### src/rtl/spi_byte_master.sv
// spi_byte_master: byte-wide SPI master, mode 3 (CPOL=1, CPHA=1), MSB first.
// Accepts one byte per valid/ready handshake, drives one of two active-low
// selects, and returns the received byte with a one-cycle rx_valid strobe.
// The select can be held across bytes (tx_last=0) for multi-byte transactions.
module spi_byte_master #(
  parameter int CLKS_PER_HALF_BIT = 4,   // H, legal range 2..255
  parameter int CS_INACTIVE_CLKS  = 10   // deselect gap after a transaction; 0 acts as 1
) (
  input  logic       clk,
  input  logic       rst,                // asynchronous, active low
  input  logic       tx_valid,
  input  logic [7:0] tx_byte,
  input  logic       tx_last,
  input  logic       tx_sel,
  output logic       tx_ready,
  output logic       rx_valid,
  output logic [7:0] rx_byte,
  output logic       busy,
  output logic       sclk,
  output logic       mosi,
  input  logic       miso,
  output logic       ss1,
  output logic       ss2
);

  localparam int GAP_CLKS = (CS_INACTIVE_CLKS < 1) ? 1 : CS_INACTIVE_CLKS;
  localparam int GAP_BITS = $clog2(GAP_CLKS + 1);
  localparam int GAP_W    = (GAP_BITS > 8) ? GAP_BITS : 8;

  localparam logic [7:0]       HALF_LOAD = 8'(CLKS_PER_HALF_BIT - 1);
  localparam logic [GAP_W-1:0] GAP_LOAD  = GAP_W'(GAP_CLKS - 1);
  localparam logic [GAP_W-1:0] GAP_ONE   = GAP_W'(1);

  typedef enum logic [2:0] {
    IDLE  = 3'd0,
    SETUP = 3'd1,
    SHIFT = 3'd2,
    HOLD  = 3'd3,
    GAP   = 3'd4
  } state_t;

  state_t           state_reg,    state_next;
  logic [7:0]       half_cnt_reg, half_cnt_next;
  logic [2:0]       bit_cnt_reg,  bit_cnt_next;
  logic [GAP_W-1:0] gap_cnt_reg,  gap_cnt_next;
  logic [7:0]       tx_shift_reg, tx_shift_next;
  logic [7:0]       rx_shift_reg, rx_shift_next;
  logic             last_reg,     last_next;
  logic             sclk_reg,     sclk_next;
  logic             mosi_reg,     mosi_next;
  logic             ss1_reg,      ss1_next;
  logic             ss2_reg,      ss2_next;
  logic             rx_valid_reg, rx_valid_next;
  logic [7:0]       rx_byte_reg,  rx_byte_next;
  logic             busy_reg,     busy_next;

  // State and every output-driving register; reset forces the idle bus
  // levels immediately, without waiting for a clock edge.
  always_ff @(posedge clk or negedge rst) begin
    if (!rst) begin
      state_reg    <= IDLE;
      half_cnt_reg <= 8'd0;
      bit_cnt_reg  <= 3'd0;
      gap_cnt_reg  <= '0;
      tx_shift_reg <= 8'd0;
      rx_shift_reg <= 8'd0;
      last_reg     <= 1'b0;
      sclk_reg     <= 1'b1;
      mosi_reg     <= 1'b1;
      ss1_reg      <= 1'b1;
      ss2_reg      <= 1'b1;
      rx_valid_reg <= 1'b0;
      rx_byte_reg  <= 8'd0;
      busy_reg     <= 1'b0;
    end else begin
      state_reg    <= state_next;
      half_cnt_reg <= half_cnt_next;
      bit_cnt_reg  <= bit_cnt_next;
      gap_cnt_reg  <= gap_cnt_next;
      tx_shift_reg <= tx_shift_next;
      rx_shift_reg <= rx_shift_next;
      last_reg     <= last_next;
      sclk_reg     <= sclk_next;
      mosi_reg     <= mosi_next;
      ss1_reg      <= ss1_next;
      ss2_reg      <= ss2_next;
      rx_valid_reg <= rx_valid_next;
      rx_byte_reg  <= rx_byte_next;
      busy_reg     <= busy_next;
    end
  end

  // Next-state and next-output decode; registers hold unless a state acts.
  always_comb begin
    state_next    = state_reg;
    half_cnt_next = half_cnt_reg;
    bit_cnt_next  = bit_cnt_reg;
    gap_cnt_next  = gap_cnt_reg;
    tx_shift_next = tx_shift_reg;
    rx_shift_next = rx_shift_reg;
    last_next     = last_reg;
    sclk_next     = sclk_reg;
    mosi_next     = mosi_reg;
    ss1_next      = ss1_reg;
    ss2_next      = ss2_reg;
    rx_valid_next = 1'b0;
    rx_byte_next  = rx_byte_reg;

    case (state_reg)
      IDLE: begin
        // Select choice is only taken here; the ss registers remember it.
        if (tx_valid) begin
          state_next    = SETUP;
          tx_shift_next = tx_byte;
          last_next     = tx_last;
          mosi_next     = tx_byte[7];
          ss1_next      = tx_sel;
          ss2_next      = ~tx_sel;
          half_cnt_next = HALF_LOAD;
        end
      end

      SETUP: begin
        // Select-to-first-edge setup; leaving it drives the first falling edge.
        if (half_cnt_reg == 8'd0) begin
          state_next    = SHIFT;
          sclk_next     = 1'b0;
          mosi_next     = tx_shift_reg[7];
          tx_shift_next = {tx_shift_reg[6:0], 1'b0};
          bit_cnt_next  = 3'd0;
          half_cnt_next = HALF_LOAD;
        end else begin
          half_cnt_next = half_cnt_reg - 8'd1;
        end
      end

      SHIFT: begin
        if (half_cnt_reg == 8'd0) begin
          half_cnt_next = HALF_LOAD;
          if (!sclk_reg) begin
            // End of low phase: rising edge, capture miso.
            sclk_next     = 1'b1;
            rx_shift_next = {rx_shift_reg[6:0], miso};
          end else if (bit_cnt_reg == 3'd7) begin
            // End of the eighth high phase: byte complete.
            rx_byte_next  = rx_shift_reg;
            rx_valid_next = 1'b1;
            half_cnt_next = 8'd0;
            if (last_reg) begin
              state_next   = GAP;
              ss1_next     = 1'b1;
              ss2_next     = 1'b1;
              mosi_next    = 1'b1;
              gap_cnt_next = GAP_LOAD;
            end else begin
              state_next = HOLD;
            end
          end else begin
            // End of a high phase: falling edge, present the next bit.
            bit_cnt_next  = bit_cnt_reg + 3'd1;
            sclk_next     = 1'b0;
            mosi_next     = tx_shift_reg[7];
            tx_shift_next = {tx_shift_reg[6:0], 1'b0};
          end
        end else begin
          half_cnt_next = half_cnt_reg - 8'd1;
        end
      end

      HOLD: begin
        // Select stays asserted; a new byte continues on the same slave.
        if (tx_valid) begin
          state_next    = SETUP;
          tx_shift_next = tx_byte;
          last_next     = tx_last;
          mosi_next     = tx_byte[7];
          half_cnt_next = HALF_LOAD;
        end
      end

      GAP: begin
        // Both selects high for the minimum inactive time.
        if (gap_cnt_reg == '0) begin
          state_next = IDLE;
        end else begin
          gap_cnt_next = gap_cnt_reg - GAP_ONE;
        end
      end

      default: begin
        state_next = IDLE;
      end
    endcase

    busy_next = (state_next != IDLE);
  end

  // tx_ready depends on the state register only, so acceptance never
  // forms a combinational loop through tx_valid.
  assign tx_ready = (state_reg == IDLE) || (state_reg == HOLD);
  assign rx_valid = rx_valid_reg;
  assign rx_byte  = rx_byte_reg;
  assign busy     = busy_reg;
  assign sclk     = sclk_reg;
  assign mosi     = mosi_reg;
  assign ss1      = ss1_reg;
  assign ss2      = ss2_reg;

endmodule

### config.mk
export PLATFORM = sky130hd
export DESIGN_NAME = spi_byte_master
export DESIGN_NICKNAME = d
export VERILOG_FILES = /design/src/rtl/spi_byte_master.sv
export SDC_FILE = /design/constraint.sdc
export NUM_CORES = 1
export LEC_CHECK = 0
export ABC_CLOCK_PERIOD_IN_PS = 2250
export CAP_MARGIN = 25
export CORE_MARGIN = 3
export CORE_UTILIZATION = 40
export CTS_CLUSTER_DIAMETER = 30
export CTS_CLUSTER_SIZE = 25
export DETAILED_ROUTE_END_ITERATION = 7
export HOLD_SLACK_MARGIN = 0.15
export SETUP_SLACK_MARGIN = 0.5
export SLEW_MARGIN = 20
export SYNTH_ARGS = -nofsm -noshare
export SYNTH_HDL_FRONTEND = slang
export SYNTH_SLANG_ARGS = --single-unit
export TNS_END_PERCENT = 30
### constraint.sdc
create_clock -name clk -period 2.25 [get_ports clk]
set_input_delay 0.45 -clock clk [delete_from_list [all_inputs] [get_ports clk]]
set_output_delay 0.45 -clock clk [all_outputs]
set_load 0.03 [all_outputs]
======== Word level (Yosys, flattened, before mapping) ========
Cells that the tools add are included.
storage, ports and cells
  output and inout port bits .............. 15
  word-level logic and storage cells ...... 107
  input port bits ......................... 14
  bits in registers ....................... 53
cells by class
  reductions and logical operators ........ 20
  equality and inequality tests ........... 15
  mux-type cells .......................... 53
  add/subtract/negate cells ............... 3
  bitwise operators ....................... 2
operator list
  cell                                                  number
  2-to-1 mux 8 bit                                      13
  case mux 8 bit (3 select lines)                       2
  2-to-1 mux 3 bit                                      11
  AND reduction 6 bit                                   4
  2-to-1 mux 1 bit                                      18
  logical NOT 8 bit                                     2
  != test 2 bit (second input constant)                 8
  case mux 8 bit (2 select lines)                       1
  subtractor 8 x 1 -> 8 bit (second input constant)     2
  case mux 3 bit (4 select lines)                       1
  equality test 3 x 2 -> 1 bit (second input constant)  2
  equality test 3 bit (second input constant)           2
  case mux 1 bit (2 select lines)                       3
  case mux 3 bit (2 select lines)                       1
  AND reduction 3 bit                                   2
  nonzero test 2 bit                                    3
  nonzero test 3 bit                                    2
  AND reduction 5 bit                                   1
  2-to-1 mux 2 bit                                      2
  AND reduction 2 bit                                   2
  AND reduction 4 bit                                   1
  adder 3 x 1 -> 3 bit (second input constant)          1
  equality test 3 x 1 -> 1 bit (second input constant)  1
  logical NOT 3 bit                                     1
  6 further kinds                                       7

======== Longest topological paths before layout ========
Gate-level depths: netlist of the first run.
  word-level depth ........................ 6
  depth in mapped cells ................... 10
  depth with buffers taken out ............ 8

======== Worst setup path after synthesis of the first run ========
OpenSTA, ideal clock, no wires.
  kind .................................... register to register
  start ................................... register half_cnt_reg[0]
  end ..................................... register half_cnt_reg[0]
  cell stages (with the launch flop) ...... 11
  path slack .............................. 0.346 ns
  clock period less this slack ............ 1.904 ns
  data required time ...................... 2.132 ns
  arrival ................................. 1.786 ns
  path through ............................ dfrtp_1 -> inv_1 -> ha_1 -> nor3b_2 -> nand2_2 -> or3_1 -> buf_6 -> clkinv_4 -> buf_12 -> a311oi_1 -> a21o_1
between the ends
  word-level cells in the longest chain between the ends .. 3
  elaborated cells between the ends (all ways) .. 5
  classes of those cells .................. add/sub (1); mux (3); reduce/logical (1)
RTL lines
  what                                                            RTL line  source
  from (decl)                                                     43        logic [7:0] half_cnt_reg, half_cnt_next;
  from (signal assigned)                                          77        half_cnt_reg <= half_cnt_next;
  subtractor 8 x 1 -> 8 bit or logical NOT 8 bit (tied branches)  --
  2-to-1 mux 8 bit (on tied branches)                             138, 125
  case mux 8 bit (3 select lines) (*)                             109       case (state_reg)
Mark *: on every way between the ends. The rest lies on a longest branch, timed or not.
A chain may end at the register's enable or synchronous reset.

======== Worst setup path after layout of the first run ========
  start ................................... register half_cnt_reg[0]
  end ..................................... register busy_reg, in the netlist busy
between the ends
  word-level cells in the longest chain between the ends .. 4
  elaborated cells between the ends (all ways) .. 5
  classes of those cells .................. mux (3); reduce/logical (2)
RTL lines
  what                                 RTL line  source
  logical NOT 8 bit (*)                125, 138
  2-to-1 mux 3 bit (on tied branches)  138, 125
  case mux 3 bit (4 select lines) (*)  109
  nonzero test 3 bit (*)               195       busy_next = (state_next != IDLE);
  net busy_next                        55        logic busy_reg, busy_next;
  to (signal assigned)                 89        busy_reg <= busy_next;
  to (decl)                            55
The timed path passes the listed nets; every way through them passes the cells marked *.

==> results of run 1 <==
## cells by family after synthesis
group,after synthesis,synth area share [%]
AO/OA/AOI/OAI,43,10.6
XOR/XNOR,12,4.10
adder cells (fa/ha/maj),4,1.95
buffers and inverters,20,4.78
flip-flops,53,52.0
multiplexers,16,6.74
AND/OR/NAND/NOR,103,19.9
## power breakdown
| part | internal [mW] | switching, mW | total (mW) |
|---|---|---|---|
| registers | 1.11 | 0.143 | 1.26 |
| clock network | 0.442 | 0.306 | 0.748 |
| logic | 0.539 | 0.508 | 1.05 |
| total | 2.09 | 0.958 | 3.05 |
## per-layer routing
metal | wire length [um] | vias to the layer above | track usage, %
met5 | 0 | - | 0
met4 | 89 | 0 | 3.60
met3 | 195 | 8 | 3.27
met2 | 2650 | 40 | 24.0
met1 | 2570 | 959 | 19.7
li1 | - | 1006 | -
## layout make-up
cell class / count / area share, %
Timing Repair Buffer: 73 / 18.2
Tap cell: 75 / 2.65
Clock inverter: 3 / 1.83
Clock buffer: 5 / 1.94
Sequential cell: 53 / 37.7
Inverter: 10 / 1.45
Multi-Input combinational cell: 179 / 36.3
## synth_stat cells, types with 3 or more instances
cell,count
o21ai_0,17
dfstp_2,4
nand2_1,45
xor2_1,10
dfrtp_1,49
mux2i_1,6
ha_1,4
nor3_1,6
mux2_2,10
nor2b_1,3
buf_2,3
nand4b_1,3
nor2_1,21
a21oi_1,7
inv_1,9
or3_1,3
nand3_1,8
## critical path: cells and delay by family, from the launching register on
family,cells,cell delay [ns]
simple gates,4,0.63
buf+inv,4,0.43
flops,1,0.40
compound gates,1,0.20
fa+ha+maj,1,0.16
## worst max-delay path by stage
| stage | slack (ns) | cells past startpoint | to | from |
|---|---|---|---|---|
| 2_1_floorplan | 0.37 | 10 | half_cnt_reg[0] | half_cnt_reg[0] |
| 3_3_place_gp | 0.27 | 6 | rx_shift_reg[4] | half_cnt_reg[0] |
| 3_5_place_dp | 0.21 | 6 | rx_shift_reg[0] | half_cnt_reg[0] |
| 4_1_cts | 0.27 | 4 | tx_ready | state_reg[0] |
| 5_1_grt | 0.29 | 10 | busy | half_cnt_reg[0] |
| 6_report | 0.37 | 10 | busy | half_cnt_reg[0] |
## metrics by stage
| stage | total power [mW] | utilization (%) | hold WS (ns) |
|---|---|---|---|
| CTS | 2.88 | 52.6 | 0.488 |
| global route | 3.25 | 58.5 | 0.519 |
| global placement | 2.04 | 48.7 | 0.398 |
| floorplan | 1.81 | - | 0.154 |
| finish | 3.05 | 58.5 | 0.479 |
| detailed placement | 2.05 | 48.7 | 0.401 |
## timing repair
| item | 4_1_cts | 5_1_grt |
|---|---|---|
| gates cloned | 0 | 1 |
| setup endpoints to repair | 54 | 61 |
| hold endpoints to repair | 14 | 0 |
| gates resized for setup | 19 | 34 |
| buffers inserted | 7 | 27 |
| pin swaps | 2 | 18 |
| hold buffers | 1 | 0 |
==> reports/qor.yml, run 1 <==
diodes: 0
cpPeakStageDelay_ns: 0.40
routed_wirelength_um: 5500
fin_crit_ns: 1.88
dp.cells: 354
ios: 29
leakage_nw: 1.63
r2r_end: "busy"
setup_tns_ns: 0
peakVddDrop_v: 0.000493
cts_buffer_depth: 2
area_delta_synth_final_pct: 38.4
start_kind: "register"
maxCapViolCount: 0
crit_slowest_cell: "dfrtp_1"
end_kind: "register"
rr_startpoint: "half_cnt_reg[0]"
syn_area_sq_um: 2560
cts_buffers: 5
wire_per_inst_um: 13.8
ys_ff_latch: 53
hold_end: "rx_byte[7]"
cp_max_fo: 3
max_freq_ghz: 0.531
ys.flop_type: "dfrtp_1"
post-route-cell-area_sq_um: 3550
cts_tree: "yes"
placed_cell_area_sq_um: 2950
outcome: "completed"
core-area_sq_um: 6060
clock-sinks: 53
skew_ns: 0.00935
hold_class: "reg2reg"
port_buffers: 28
hold_viol: 0
die_area_sq_um: 7400
synth_edf_count: 0
synth_area_per_cell_sq_um: 10.2
clk_pin_slew_ns: 0.10
max_slew_margin_pct: 63.8
crit_arrival_ns: 2.12
drt_iter0_drc: 83
grt_pass1_wl_um: 8770
pwr_density_cell_nw_per_um2: 861
gr-total-overflow: 0
synth_fp_nets: 269
htreeDepth: 2
mostFrequentLayoutCell: "dfrtp_1"
n_fill_cell: 494
clockRootBuffer: "clkbuf_8"
pre_cts_slack_ns: 0.210
antenna_found_initial: 0
finalCritPeriodShare_pct: 83.7
synth_cells: 251
ff_latch_area_sq_um: 1340
dr.pass1.iters: 4
rows: 28
crit_required_ns: 2.49
die_h_um: 86.0
clk_latency_ns: 0.30
grt_start_max_net_pins: 27
rsz0062_at_grt: "yes"
grt_pass1_vias: 1901
drv_slew: 0
hpwlAfterDp_um: 3510
chipWidth_um: 86.0
layoutNonFillerInstCount: 398
grt_usage_pct: 14.6
ys_seq_area_share_pct: 52.0
whs_path_depth: 2
r2r_setup_slack_ns: 0.37
post_drt_via_cell_ratio: 5.06
path_cells: "inv_2 > ha_4 > nor3b_4 > buf_4 > buf_6 > buf_4 > a31oi_1 > nor2_1 > or3_1 > nand3_1"
post-route-drc-count: 0
setup_viol: 0
crit_type: "reg2reg"
yosysUniqueCellTypes: 48
yosysTopAreaCellShare_pct: 47.9
synth_area_leaders: "dfrtp_1 48%, nand2_1 6.6%, mux2_2 4.4%"
synth_top_area_cell: "dfrtp_1"
start_util_pct: 42.3
routabilityCongestion: 0.815
final_cell_mix: "45 x dfrtp_1, 43 x nand2_1, 39 x buf_4"
min_from: "rx_shift_reg[7]"
cpMostUsedCell: "buf_4"
drive_above_1_share_pct: 32.8
nets: 340
vias: 2013
reg2regPathDepth: 10
multiInputGateArea_sq_um: 1290
async_flop_share_pct: 100
worstMarginPinSlew_ns: 0.538
yosys_warnings: 0
drtAntennaViolNets: 0
setup_ws_ns: 0.367
Power figures use the tool's default switching activity.
==> inputs of run 2 (changes only) <==
--- a/config.mk
+++ b/config.mk
@@ -5,7 +5,7 @@
 export SDC_FILE = /design/constraint.sdc
 export NUM_CORES = 1
 export LEC_CHECK = 0
-export ABC_CLOCK_PERIOD_IN_PS = 2250
+export ABC_CLOCK_PERIOD_IN_PS = 1700
 export CAP_MARGIN = 25
 export CORE_MARGIN = 3
 export CORE_UTILIZATION = 40
==> constraint.sdc (replaced) <==
create_clock -name clk -period 1.7 [get_ports clk]
set_input_delay 0.34 -clock clk [delete_from_list [all_inputs] [get_ports clk]]
set_output_delay 0.34 -clock clk [all_outputs]
set_load 0.03 [all_outputs]
==> reports/qor.yml, run 2 (synthesis results as in run 1) <==
crit_required_ns: 1.90
max_slew_margin_pct: 69.5
outcome: "complete, but fails checks"
clockRootBuffer: "clkbuf_8"
routed_wirelength_um: 5450
post-route-drc-count: 0
grt_usage_pct: 15.3
area_delta_synth_final_pct: 49.5
clk_pin_slew_ns: 0.11
post_drt_via_cell_ratio: 4.86
peakVddDrop_v: 0.000679
end_kind: "register"
drive_above_1_share_pct: 45.2
drv_slew: 0
maxCapViolCount: 0
mostFrequentLayoutCell: "buf_4"
grt_pass1_wl_um: 9140
cp_max_fo: 8
hold_viol: 0
worstMarginPinSlew_ns: 0.454
crit_type: "reg2reg"
port_buffers: 28
cts_buffer_depth: 2
diodes: 0
wire_per_inst_um: 12.9
n_fill_cell: 510
routabilityCongestion: 0.735
placed_cell_area_sq_um: 3310
fin_crit_ns: 1.82
cts_buffers: 5
cts_tree: "yes"
setup_ws_ns: -0.119
clock-sinks: 53
final_cell_mix: "57 x buf_4, 47 x dfrtp_1, 37 x nand2_1"
drt_iter0_drc: 75
clk_latency_ns: 0.32
gr-total-overflow: 0
chipWidth_um: 86.0
post-route-cell-area_sq_um: 3830
antenna_found_initial: 0
crit_arrival_ns: 2.02
dr.pass1.iters: 4
vias: 2050
core-area_sq_um: 6060
r2r_setup_slack_ns: -0.12
finalCritPeriodShare_pct: 107
drtAntennaViolNets: 0
die_h_um: 86.0
hold_class: "reg2reg"
skew_ns: 0.00706
start_util_pct: 42.3
nets: 364
ios: 29
die_area_sq_um: 7400
pre_cts_slack_ns: -0.127
grt_pass1_vias: 2028
rsz0062_at_grt: "yes"
setup_viol: 28
grt_start_max_net_pins: 54
pwr_density_cell_nw_per_um2: 1070
max_freq_ghz: 0.550
rows: 28
start_kind: "register"
leakage_nw: 1.79
hpwlAfterDp_um: 3650
failed_checks: "setup timing"
htreeDepth: 2
## run 2: cell count changes in the layout (fill, tap and decap cells not counted), moves of 6 or more
cell	delta
buf_6	+17
o21ai_0	-8
nand2_2	+7
buf_4	+18
clkdlybuf4s50_1	-10
mux2_2	-7
nand2_1	-6
mux2_4	+7
## run 2: layout make-up
| class | count | area, sq um | share of cell area [%] |
|---|---|---|---|
| Sequential cell | 53 | 1330 | 34.8 |
| Clock buffer | 5 | 68.8 | 1.80 |
| Timing Repair Buffer | 98 | 916 | 23.9 |
| Inverter | 10 | 45.0 | 1.18 |
| Multi-Input combinational cell | 178 | 1350 | 35.2 |
| Tap cell | 75 | 93.8 | 2.45 |
| Clock inverter | 3 | 25.0 | 0.653 |
## run 2: path summary, 6_finish.rpt
check                                 from               to  cells after the start
max                        half_cnt_reg[0]  rx_shift_reg[0]                      8
min                        rx_shift_reg[7]       rx_byte[7]                      2
max reg2reg                half_cnt_reg[0]  rx_shift_reg[0]                      8
min reg2reg                rx_shift_reg[7]       rx_byte[7]                      2
max in group asynchronous              rst             sclk                      3
min in group asynchronous              rst   gap_cnt_reg[3]                      3
## run 2: report_power, final
part	internal [mW]	switching, mW
Combinational	0.928	0.759
Clock	0.301	0.455
Sequential	1.47	0.176
Total	2.70	1.39
## run 2: what timing repair did
action,CTS,global route
resized for setup,124,44
pin swaps,11,14
setup endpoints to repair,68,68
setup buffers,11,5
gates cloned,1,0
hold endpoints to repair,49,0
hold buffers,1,0
## run 2: stage by stage
step                      utilization [%]  hold slack (ns)  TNS [ns]  power, mW  cells
after detailed placement             54.7            0.356     -2.99       2.96    396
after global placement               54.7            0.358     -2.02       2.93    396
after global routing                 63.2            0.523     -5.93       4.35    422
after CTS                            59.8            0.480     -2.06       3.98    417
final                                63.2            0.488     -1.63       4.09    422
after floorplan                         -           0.0444     -2.09       2.40    251
## run 2: per-layer routing
layer / GRT usage (%) / up-vias / share of wire [%]
met3: 3.07 / 8 / 4.0
met5: 0 / - / 0
met4: 4.46 / 0 / 1.5
met1: 20.6 / 954 / 47
li1: - / 1052 / -
met2: 25.2 / 36 / 47
## run 2: worst max-delay path: stages (launching register included)
cell	delay, ns
dfrtp_1	0.40
inv_2	0.08
ha_4	0.13
nor3b_4	0.19
nand2_2	0.13
buf_6	0.15
nor3_4	0.18
buf_12	0.16
mux2_4	0.29
